[src/rtl/xcvr_dir_ctl_if.sv]
// Request/direction inputs and transceiver enable/acknowledge outputs of the
// direction sequencer, grouped for the requester side (master) and the sequencer (slave).
interface xcvr_dir_ctl_if;
   logic req0;
   logic req1;
   logic dir0;
   logic dir1;
   logic ack0;
   logic ack1;
   logic t_n;
   logic r_n;
   logic busy;
   logic owner;
   logic timeout;

   modport master (
      output req0, req1, dir0, dir1,
      input  ack0, ack1, t_n, r_n, busy, owner, timeout
   );

   modport slave (
      input  req0, req1, dir0, dir1,
      output ack0, ack1, t_n, r_n, busy, owner, timeout
   );
endinterface

[src/rtl/xcvr_dir_ctl.sv]
// Transceiver direction/enable sequencer: round-robin CPU/DMA arbitration with a
// programmable all-off turnaround gap between every hand-over and an optional hold timeout.
module xcvr_dir_ctl #(
   parameter int unsigned TURN_CYCLES = 1,
   parameter int unsigned MAX_HOLD    = 0
) (
   input logic           clk,
   input logic           reset,
   xcvr_dir_ctl_if.slave bus
);

   typedef enum logic [1:0] {
      ST_IDLE   = 2'd0,
      ST_ACTIVE = 2'd1,
      ST_TURN   = 2'd2
   } state_e;

   localparam int unsigned HOLD_W = (MAX_HOLD < 32'd2) ? 1 : $clog2(MAX_HOLD + 32'd1);
   localparam logic [HOLD_W-1:0] HOLD_MAX = HOLD_W'(MAX_HOLD);
   localparam logic [HOLD_W-1:0] HOLD_ONE = HOLD_W'(1);
   localparam logic [3:0]        TURN_VAL = 4'(TURN_CYCLES);

   state_e            state_q, state_d;
   logic              owner_q, owner_d;
   logic              last_owner_q, last_owner_d;
   logic              ack0_q, ack0_d;
   logic              ack1_q, ack1_d;
   logic              t_n_q, t_n_d;
   logic              r_n_q, r_n_d;
   logic              busy_q, busy_d;
   logic              timeout_q, timeout_d;
   logic [3:0]        turn_q, turn_d;
   logic [HOLD_W-1:0] hold_q, hold_d;
   logic [1:0]        mask_q, mask_d;

   logic [1:0] elig_s;
   logic       win_s;
   logic       win_dir_s;
   logic       req_own_s;
   logic       grant_s;
   logic       release_s;

   // A masked requester stays ineligible until its request has been seen low.
   assign elig_s    = {bus.req1 & ~mask_q[1], bus.req0 & ~mask_q[0]};
   assign win_s     = (elig_s == 2'b11) ? ~last_owner_q : elig_s[1];
   assign win_dir_s = win_s ? bus.dir1 : bus.dir0;
   assign req_own_s = owner_q ? bus.req1 : bus.req0;

   // Next-state and next-output computation for the sequencer.
   always_comb begin
      state_d      = state_q;
      owner_d      = owner_q;
      last_owner_d = last_owner_q;
      ack0_d       = ack0_q;
      ack1_d       = ack1_q;
      t_n_d        = t_n_q;
      r_n_d        = r_n_q;
      busy_d       = busy_q;
      timeout_d    = 1'b0;
      turn_d       = turn_q;
      hold_d       = hold_q;
      mask_d       = mask_q & {bus.req1, bus.req0};
      grant_s      = 1'b0;
      release_s    = 1'b0;

      case (state_q)
         ST_IDLE: begin
            if (elig_s != 2'b00) begin
               grant_s = 1'b1;
            end else begin
               state_d = ST_IDLE;
            end
         end
         ST_ACTIVE: begin
            if (!req_own_s) begin
               release_s = 1'b1;
            end else if ((MAX_HOLD != 32'd0) && (hold_q == HOLD_MAX)) begin
               release_s       = 1'b1;
               timeout_d       = 1'b1;
               mask_d[owner_q] = 1'b1;
            end else begin
               hold_d = hold_q + HOLD_ONE;
            end
         end
         ST_TURN: begin
            if (turn_q > 4'd1) begin
               turn_d = turn_q - 4'd1;
            end else if (elig_s != 2'b00) begin
               grant_s = 1'b1;
            end else begin
               state_d = ST_IDLE;
            end
         end
         default: begin
            state_d = ST_IDLE;
            ack0_d  = 1'b0;
            ack1_d  = 1'b0;
            t_n_d   = 1'b1;
            r_n_d   = 1'b1;
         end
      endcase

      if (grant_s) begin
         state_d      = ST_ACTIVE;
         owner_d      = win_s;
         last_owner_d = win_s;
         ack0_d       = ~win_s;
         ack1_d       = win_s;
         t_n_d        = ~win_dir_s;
         r_n_d        = win_dir_s;
         busy_d       = 1'b1;
         hold_d       = HOLD_ONE;
      end else if (release_s) begin
         state_d = ST_TURN;
         ack0_d  = 1'b0;
         ack1_d  = 1'b0;
         t_n_d   = 1'b1;
         r_n_d   = 1'b1;
         busy_d  = 1'b1;
         turn_d  = TURN_VAL;
      end else begin
         busy_d = (state_d != ST_IDLE);
      end
   end

   // State and output registers; reset leaves both enables off with no turnaround owed.
   always_ff @(posedge clk) begin
      if (reset) begin
         state_q      <= ST_IDLE;
         owner_q      <= 1'b0;
         last_owner_q <= 1'b1;
         ack0_q       <= 1'b0;
         ack1_q       <= 1'b0;
         t_n_q        <= 1'b1;
         r_n_q        <= 1'b1;
         busy_q       <= 1'b0;
         timeout_q    <= 1'b0;
         turn_q       <= 4'd0;
         hold_q       <= '0;
         mask_q       <= 2'b00;
      end else begin
         state_q      <= state_d;
         owner_q      <= owner_d;
         last_owner_q <= last_owner_d;
         ack0_q       <= ack0_d;
         ack1_q       <= ack1_d;
         t_n_q        <= t_n_d;
         r_n_q        <= r_n_d;
         busy_q       <= busy_d;
         timeout_q    <= timeout_d;
         turn_q       <= turn_d;
         hold_q       <= hold_d;
         mask_q       <= mask_d;
      end
   end

   assign bus.ack0    = ack0_q;
   assign bus.ack1    = ack1_q;
   assign bus.t_n     = t_n_q;
   assign bus.r_n     = r_n_q;
   assign bus.busy    = busy_q;
   assign bus.owner   = owner_q;
   assign bus.timeout = timeout_q;

endmodule
[src/flat_wrapper.sv]
// flat-port wrapper written by rule: the top's interface ports become plain ports
module xcvr_dir_ctl_flat 
#(
   parameter int unsigned TURN_CYCLES = 1,
   parameter int unsigned MAX_HOLD    = 0
)
  (clk, reset, bus_req0, bus_req1, bus_dir0, bus_dir1, bus_ack0, bus_ack1, bus_t_n, bus_r_n, bus_busy, bus_owner, bus_timeout);
  xcvr_dir_ctl_if bus_i ();
  input logic clk;
  input logic reset;
  input wire logic [$bits(bus_i.req0)-1:0] bus_req0;
  input wire logic [$bits(bus_i.req1)-1:0] bus_req1;
  input wire logic [$bits(bus_i.dir0)-1:0] bus_dir0;
  input wire logic [$bits(bus_i.dir1)-1:0] bus_dir1;
  output wire logic [$bits(bus_i.ack0)-1:0] bus_ack0;
  output wire logic [$bits(bus_i.ack1)-1:0] bus_ack1;
  output wire logic [$bits(bus_i.t_n)-1:0] bus_t_n;
  output wire logic [$bits(bus_i.r_n)-1:0] bus_r_n;
  output wire logic [$bits(bus_i.busy)-1:0] bus_busy;
  output wire logic [$bits(bus_i.owner)-1:0] bus_owner;
  output wire logic [$bits(bus_i.timeout)-1:0] bus_timeout;
  assign bus_i.req0 = bus_req0;
  assign bus_i.req1 = bus_req1;
  assign bus_i.dir0 = bus_dir0;
  assign bus_i.dir1 = bus_dir1;
  assign bus_ack0 = bus_i.ack0;
  assign bus_ack1 = bus_i.ack1;
  assign bus_t_n = bus_i.t_n;
  assign bus_r_n = bus_i.r_n;
  assign bus_busy = bus_i.busy;
  assign bus_owner = bus_i.owner;
  assign bus_timeout = bus_i.timeout;
  xcvr_dir_ctl #(.TURN_CYCLES(TURN_CYCLES), .MAX_HOLD(MAX_HOLD)) u_core (.clk(clk), .reset(reset), .bus(bus_i));
endmodule
[config.mk]
export PLATFORM = sky130hd
export DESIGN_NAME = xcvr_dir_ctl_flat
export DESIGN_NICKNAME = d
export VERILOG_FILES = /design/src/rtl/xcvr_dir_ctl_if.sv /design/src/rtl/xcvr_dir_ctl.sv /design/src/flat_wrapper.sv
export SDC_FILE = /design/constraint.sdc
export NUM_CORES = 1
export LEC_CHECK = 0
export ABC_AREA = 1
export CAP_MARGIN = 5
export CELL_PAD_IN_SITES_DETAIL_PLACEMENT = 2
export CELL_PAD_IN_SITES_GLOBAL_PLACEMENT = 2
export CORE_MARGIN = 2
export CORE_UTILIZATION = 27
export DETAILED_ROUTE_END_ITERATION = 16
export GPL_TIMING_DRIVEN = 0
export HOLD_SLACK_MARGIN = 0.06
export PLACE_DENSITY_LB_ADDON = 0.08
export SYNTH_ARGS = -nofsm -noshare
export SYNTH_HDL_FRONTEND = slang
export SYNTH_SLANG_ARGS = --single-unit
[constraint.sdc]
create_clock -name clk -period 2 [get_ports clk]
set_clock_uncertainty 0.1 [all_clocks]
set_input_delay 0.4 -clock clk [delete_from_list [all_inputs] [get_ports clk]]
set_output_delay 0.4 -clock clk [all_outputs]
set_load 0.02 [all_outputs]
== Yosys cells after proc, flatten, opt, wreduce, memory -nomap -nowiden ==
Cells that the tools add are included.

* Bits in registers: 15
* Bits of input ports: 6
* Output and inout port bits: 7
* Word-level logic and storage cells: 57

* Add/subtract/negate cells: 1
* Order comparisons: 1
* Equality and inequality tests: 4
* Muxes and demuxes: 27
* Bitwise logic cells: 8
* Reduce and logical (&&, ||, !) cells: 5

{| class="wikitable"
|+ Operators with widths
! kind !! count
|-
| $mux W1 || 18
|-
| $mux W4 || 4
|-
| $mux W2 || 3
|-
| $pmux W2 S3 || 1
|-
| $not A1 Y1 || 5
|-
| $eq A2 B2 Y1 const B || 2
|-
| $gt A4 B1 Y1 const B || 1
|-
| $reduce_bool A2 Y1 || 2
|-
| $sub A4 B1 Y4 const B || 1
|-
| $ne A3 B1 Y1 const B || 1
|-
| $reduce_or A3 Y1 || 1
|-
| $and A1 B1 Y1 || 2
|-
| $and A2 B2 Y2 || 1
|-
| $eq A2 B1 Y1 const B || 1
|-
| $logic_not A2 Y1 || 1
|-
| $pmux W1 S2 || 1
|-
| $reduce_or A2 Y1 || 1
|}

== Depth between registers and ports, before layout ==
* Depth in word-level cells: 9
* Depth in mapped cells: 10
* Depth with buffers taken out: 10

== Worst setup path before layout ==
Ideal clock, no wire load.

* Path kind: register to register
* From: register u_core.turn_q[0]
* To: register u_core.r_n_q, in the netlist u_core.bus.r_n
* Library setup time: 0.134 ns
* Arrival: 1.138 ns
* Required time: 1.766 ns
* Setup slack: 0.628 ns
* Stages on the path, launching flop included: 11
* Buffers on the path: 0
* Period minus slack after synthesis: 1.372 ns
* Path through: dfxtp_1 -> inv_1 -> ha_1 -> clkinv_1 -> nand2_1 -> nand2_2 -> nand2_2 -> nand2_4 -> nand2_1 -> nand2_1 -> nand3_1

* Word-level cells in the longest chain between the ends: 4
* Elaborated cells between the ends (all ways): 5
* Classes of those cells: 1 x order compare; 1 x eq/ne; 3 x mux

{| class="wikitable"
|+ Ends and longest elaborated chain
! item !! RTL line !! source
|-
| from (decl) || xcvr_dir_ctl.sv:32 || <nowiki>logic [3:0] turn_q, turn_d;</nowiki>
|-
| from (signal assigned) || xcvr_dir_ctl.sv:151 || <nowiki>turn_q <= turn_d;</nowiki>
|-
| $gt A4 B1 Y1 (*) || xcvr_dir_ctl.sv:86 || <nowiki>if (turn_q > 4'd1) begin</nowiki>
|-
| $mux W1 (*) || xcvr_dir_ctl.sv:86 ||
|-
| $pmux W1 S2 (*) || xcvr_dir_ctl.sv:66 || <nowiki>case (state_q)</nowiki>
|-
| $ne A3 B1 Y1 (no line) or $mux W1 (tied branches) || -- ||
|-
| to (signal assigned) || xcvr_dir_ctl.sv:148 || <nowiki>r_n_q <= r_n_d;</nowiki>
|-
| to (decl) || xcvr_dir_ctl.sv:29 || <nowiki>logic r_n_q, r_n_d;</nowiki>
|}

Every way passes the cells marked *; elsewhere a longest branch is shown, timed or not.
A chain may end at the register's enable or synchronous reset.

== Worst setup path after layout ==
* From: register u_core.owner_q, in the netlist u_core.bus.owner
* To: output bus_owner

{| class="wikitable"
|+ RTL lines
! item !! RTL line !! source
|-
| from (decl) || xcvr_dir_ctl.sv:24 || <nowiki>logic owner_q, owner_d;</nowiki>
|-
| from (signal assigned) || xcvr_dir_ctl.sv:143 || <nowiki>owner_q <= owner_d;</nowiki>
|-
| to (decl) || flat_wrapper.sv:20 || <nowiki>output wire logic [$bits(bus_i.owner)-1:0] bus_owner;</nowiki>
|}

No word-level cell between the ends.

==> key figures <==
Routing
  • First-pass detailed-route iteration total: 3
  • Top Layer Used: met4
  • Initial DRC Count: 19
  • Via count: just under 800
  • Metal-1 WL: slightly above 1 mm
  • Post-route DRC: 0
  • DR WL/cell: about 13 µm
  • Metal2 WL: 968 µm
  • Antenna viol nets, final: 0
  • Total Wirelength: approximately 2.1 mm
  • Via density: roughly 4.8
  • Met3 wire len: 65 µm

GRT
  • Initial antenna violation count: 0
  • Pin count of the biggest net entering global routing: 11
  • Total Routing Usage GR: 0.1453
  • Congestion Overflow GR: 0
  • First-pass GRT wire length: around 3.8 mm
  • Vias in the first global route: ~870

Critical path
  • CP endpoint kind: output port
  • WP buf/inv: 1
  • Maximum fanout along the worst path: 4
  • RR Startpoint: u_core.turn_q[0]$_SDFF_PP0_
  • CP delay by family, top: buffers and inverters
  • CP peak stage delay: 0.62 ns
  • R2r worst-path depth: 10
  • R2R setup slack: between 0.3 and 0.4 ns
  • Critical Path, Cell by Cell: clkdlybuf4s50_1
  • RR Endpoint: u_core.bus.t_n$_SDFFE_PP1P_
  • Worst path slowest cell: clkdlybuf4s50_1
  • Startpoint Class: register
  • Kind of critical path: reg -> out
  • Req. time, crit path: about 1.5 ns
  • Critical path data arrival time: roughly 1.3 ns

Run
  • Max cap viols: 0

Synthesis
  • Area contributors post-synth: dfxtp_1 39%, nand2_1 17%, nand3_1 8.4%, inv_1 5.8%, nor2_1 3.9%
  • Cells after Synth: between 100 and 150
  • Mapped Nets: between 100 and 150
  • Yosys warnings: 0
  • FF+latch count, synth: 15
  • Synth Cell Area: 774.5 µm²
  • Synth top area share: 0.3877
  • Syn Area/Cell: approximately 6.7 µm²
  • Synth cell types: 22
  • Leading area contributor after synthesis: dfxtp_1
  • Register area share after synthesis: 0.3877

STA
  • Max Fclk: about 560 MHz
  • Final worst-path setup slack: between 0.2 and 0.25 ns
  • Endpoints failing setup: 0
  • Hold WS: ~0.34 ns
  • Fin. max-slew vios: 0
  • Final hold vios: 0
  • Final Cycle Share: 0.8924
  • Post-layout minimum cycle time: 1.785 ns
  • RSZ-0062 raised after global routing: no
  • Setup tns final: 0 ns

Floorplan
  • Die area: about 3300 µm²
  • Starting Density: 0.2833
  • Chip height: 57.56 µm
  • FP Rows: 19
  • Die Span X: approximately 58 µm
  • Core area: 2734 µm²
  • I/O pin cnt: 13

Placed design
  • Placer's final routability congestion estimate: just under 0.8
  • IO Port Bufs: 11
  • Placed wire-length estimate: around 1.6 mm
  • Setup Slack @ Placement: roughly 0.12 ns

Cells and area
  • Most frequent cells in the layout: 36 x nand2_1, 15 x dfxtp_1, 13 x nand3_1
  • Commonest non-fill, non-tap cell in the layout: nand2_1
  • Fillers: 345
  • Share of layout cells above drive strength 1: 0.1145
  • Nets: 140
  • Syn-to-layout area delta: 22.62%
  • Diode count: 0

Clock tree
  • Sink Count: 15
  • Hold-fix buffers at CTS: 0
  • Clk slew on worst S/H paths: roughly 0.1 ns
  • Root buf cell: clkbuf_4
  • Maximum clock path buffer count: 2
  • CTS tree: yes
  • Post-CTS sizing: 0
  • Clock Latency Late Sink: approximately 0.28 ns
  • H-Tree Depth: 1
  • Post-CTS Repair Setup Buffers: 0
  • CTS Buf Count: 3

Min path
  • Hold_sp: u_core.mask_q[0]$_SDFF_PP0_
  • Worst hold path cell count: 2
  • Min-Delay Endpoint: u_core.mask_q[0]$_SDFF_PP0_
  • Worst hold path type: reg -> reg

Power and ir drop
  • LEAKAGE: about 0.44 nW
  • Power, Total: 0.6796 mW
  • Worst VDD drop: ~0.32 mV
  • Pwr per Cell Area: slightly above 700 nW/µm²

Status
  • Status: finished, final reports clean
## per-layer routing
metal / GRT usage / vias up
li1: - / 392
met1: 0.1878 / 379
met2: 0.2403 / 9
met3: 0.02268 / 2
met4: 0.05980 / 0
met5: 0 / -
## cell usage after synthesis, drive strengths merged
cell type and instances:
a21oi 3, ha 2, buf 1, nor2 11, nand3 13, nand3b 2, dfxtp 15, nor3 3
inv 16, o21ai 3, o21a 1, clkbuf 1, nand4 4, conb 1, clkinv 1, nand2 39
## through the flow
step                      cells  cell area [µm²]  utilization
after CTS                   162            949.7       0.3474
final                       162            949.7       0.3474
after global placement      158            923.4       0.3378
after global routing        162            949.7       0.3474
after floorplan             116            774.5            -
after detailed placement    158            923.4       0.3378
## flip-flops by register name, summed over array words and instances (netlist names)
signal               count
u_core.mask_q            2
u_core.last_owner_q      1
u_core.bus.ack0          1
u_core.bus.busy          1
u_core.bus.t_n           1
u_core.bus.ack1          1
u_core.state_q           2
u_core.turn_q            4
u_core.bus.r_n           1
u_core.bus.owner         1
## cell families after synthesis
kind of cell / after synthesis / synth area share
buffers and inverters: 19 / 0.09692
adders and majority gates: 2 / 0.03231
DFF: 15 / 0.3877
other: 1 / 0.004842
and+or+nand+nor: 72 / 0.4297
AOI/OAI and AO/OA: 7 / 0.04846
## worst max-delay path by stage
stage                             startpoint                            to  slack, ns  cells after the start
2_1_floorplan    u_core.turn_q[0]$_SDFF_PP0_   u_core.bus.r_n$_SDFFE_PP1P_       0.63                     10
3_3_place_gp                           reset  u_core.bus.ack1$_SDFFE_PP0P_       0.17                      5
3_5_place_dp                           reset  u_core.bus.ack1$_SDFFE_PP0P_       0.12                      5
4_1_cts        u_core.bus.owner$_SDFFE_PP0P_                     bus_owner       0.18                      1
5_1_grt        u_core.bus.owner$_SDFFE_PP0P_                     bus_owner       0.14                      1
6_report       u_core.bus.owner$_SDFFE_PP0P_                     bus_owner       0.22                      1
## area by class of cell
| cell class | count | area, µm² | area share |
|---|---|---|---|
| multi-input combinational | 82 | 399.1 | 0.4203 |
| sequential | 15 | 300.3 | 0.3162 |
| timing repair buffer | 11 | 110.1 | 0.1159 |
| inverter | 17 | 63.81 | 0.06719 |
| tap | 31 | 38.79 | 0.04084 |
| clock buffer | 4 | 26.28 | 0.02767 |
| buffer | 2 | 11.26 | 0.01186 |
## worst register-to-register path, stage by stage (launching register included)
cell and delay (ns):
dfxtp_1 0.38, inv_1 0.10, ha_1 0.20, clkinv_1 0.05
nand2_1 0.09, nand2_2 0.11, nand2_2 0.08, nand2_4 0.13
nand2_1 0.09, nand2_1 0.08, nand3_1 0.06
## report_power, final
group,internal [mW],switching (mW)
clock,0.0774,0.104
sequential,0.319,0.0153
combinational,0.0644,0.0995
Note: power is estimated with default switching activity, not from simulation.
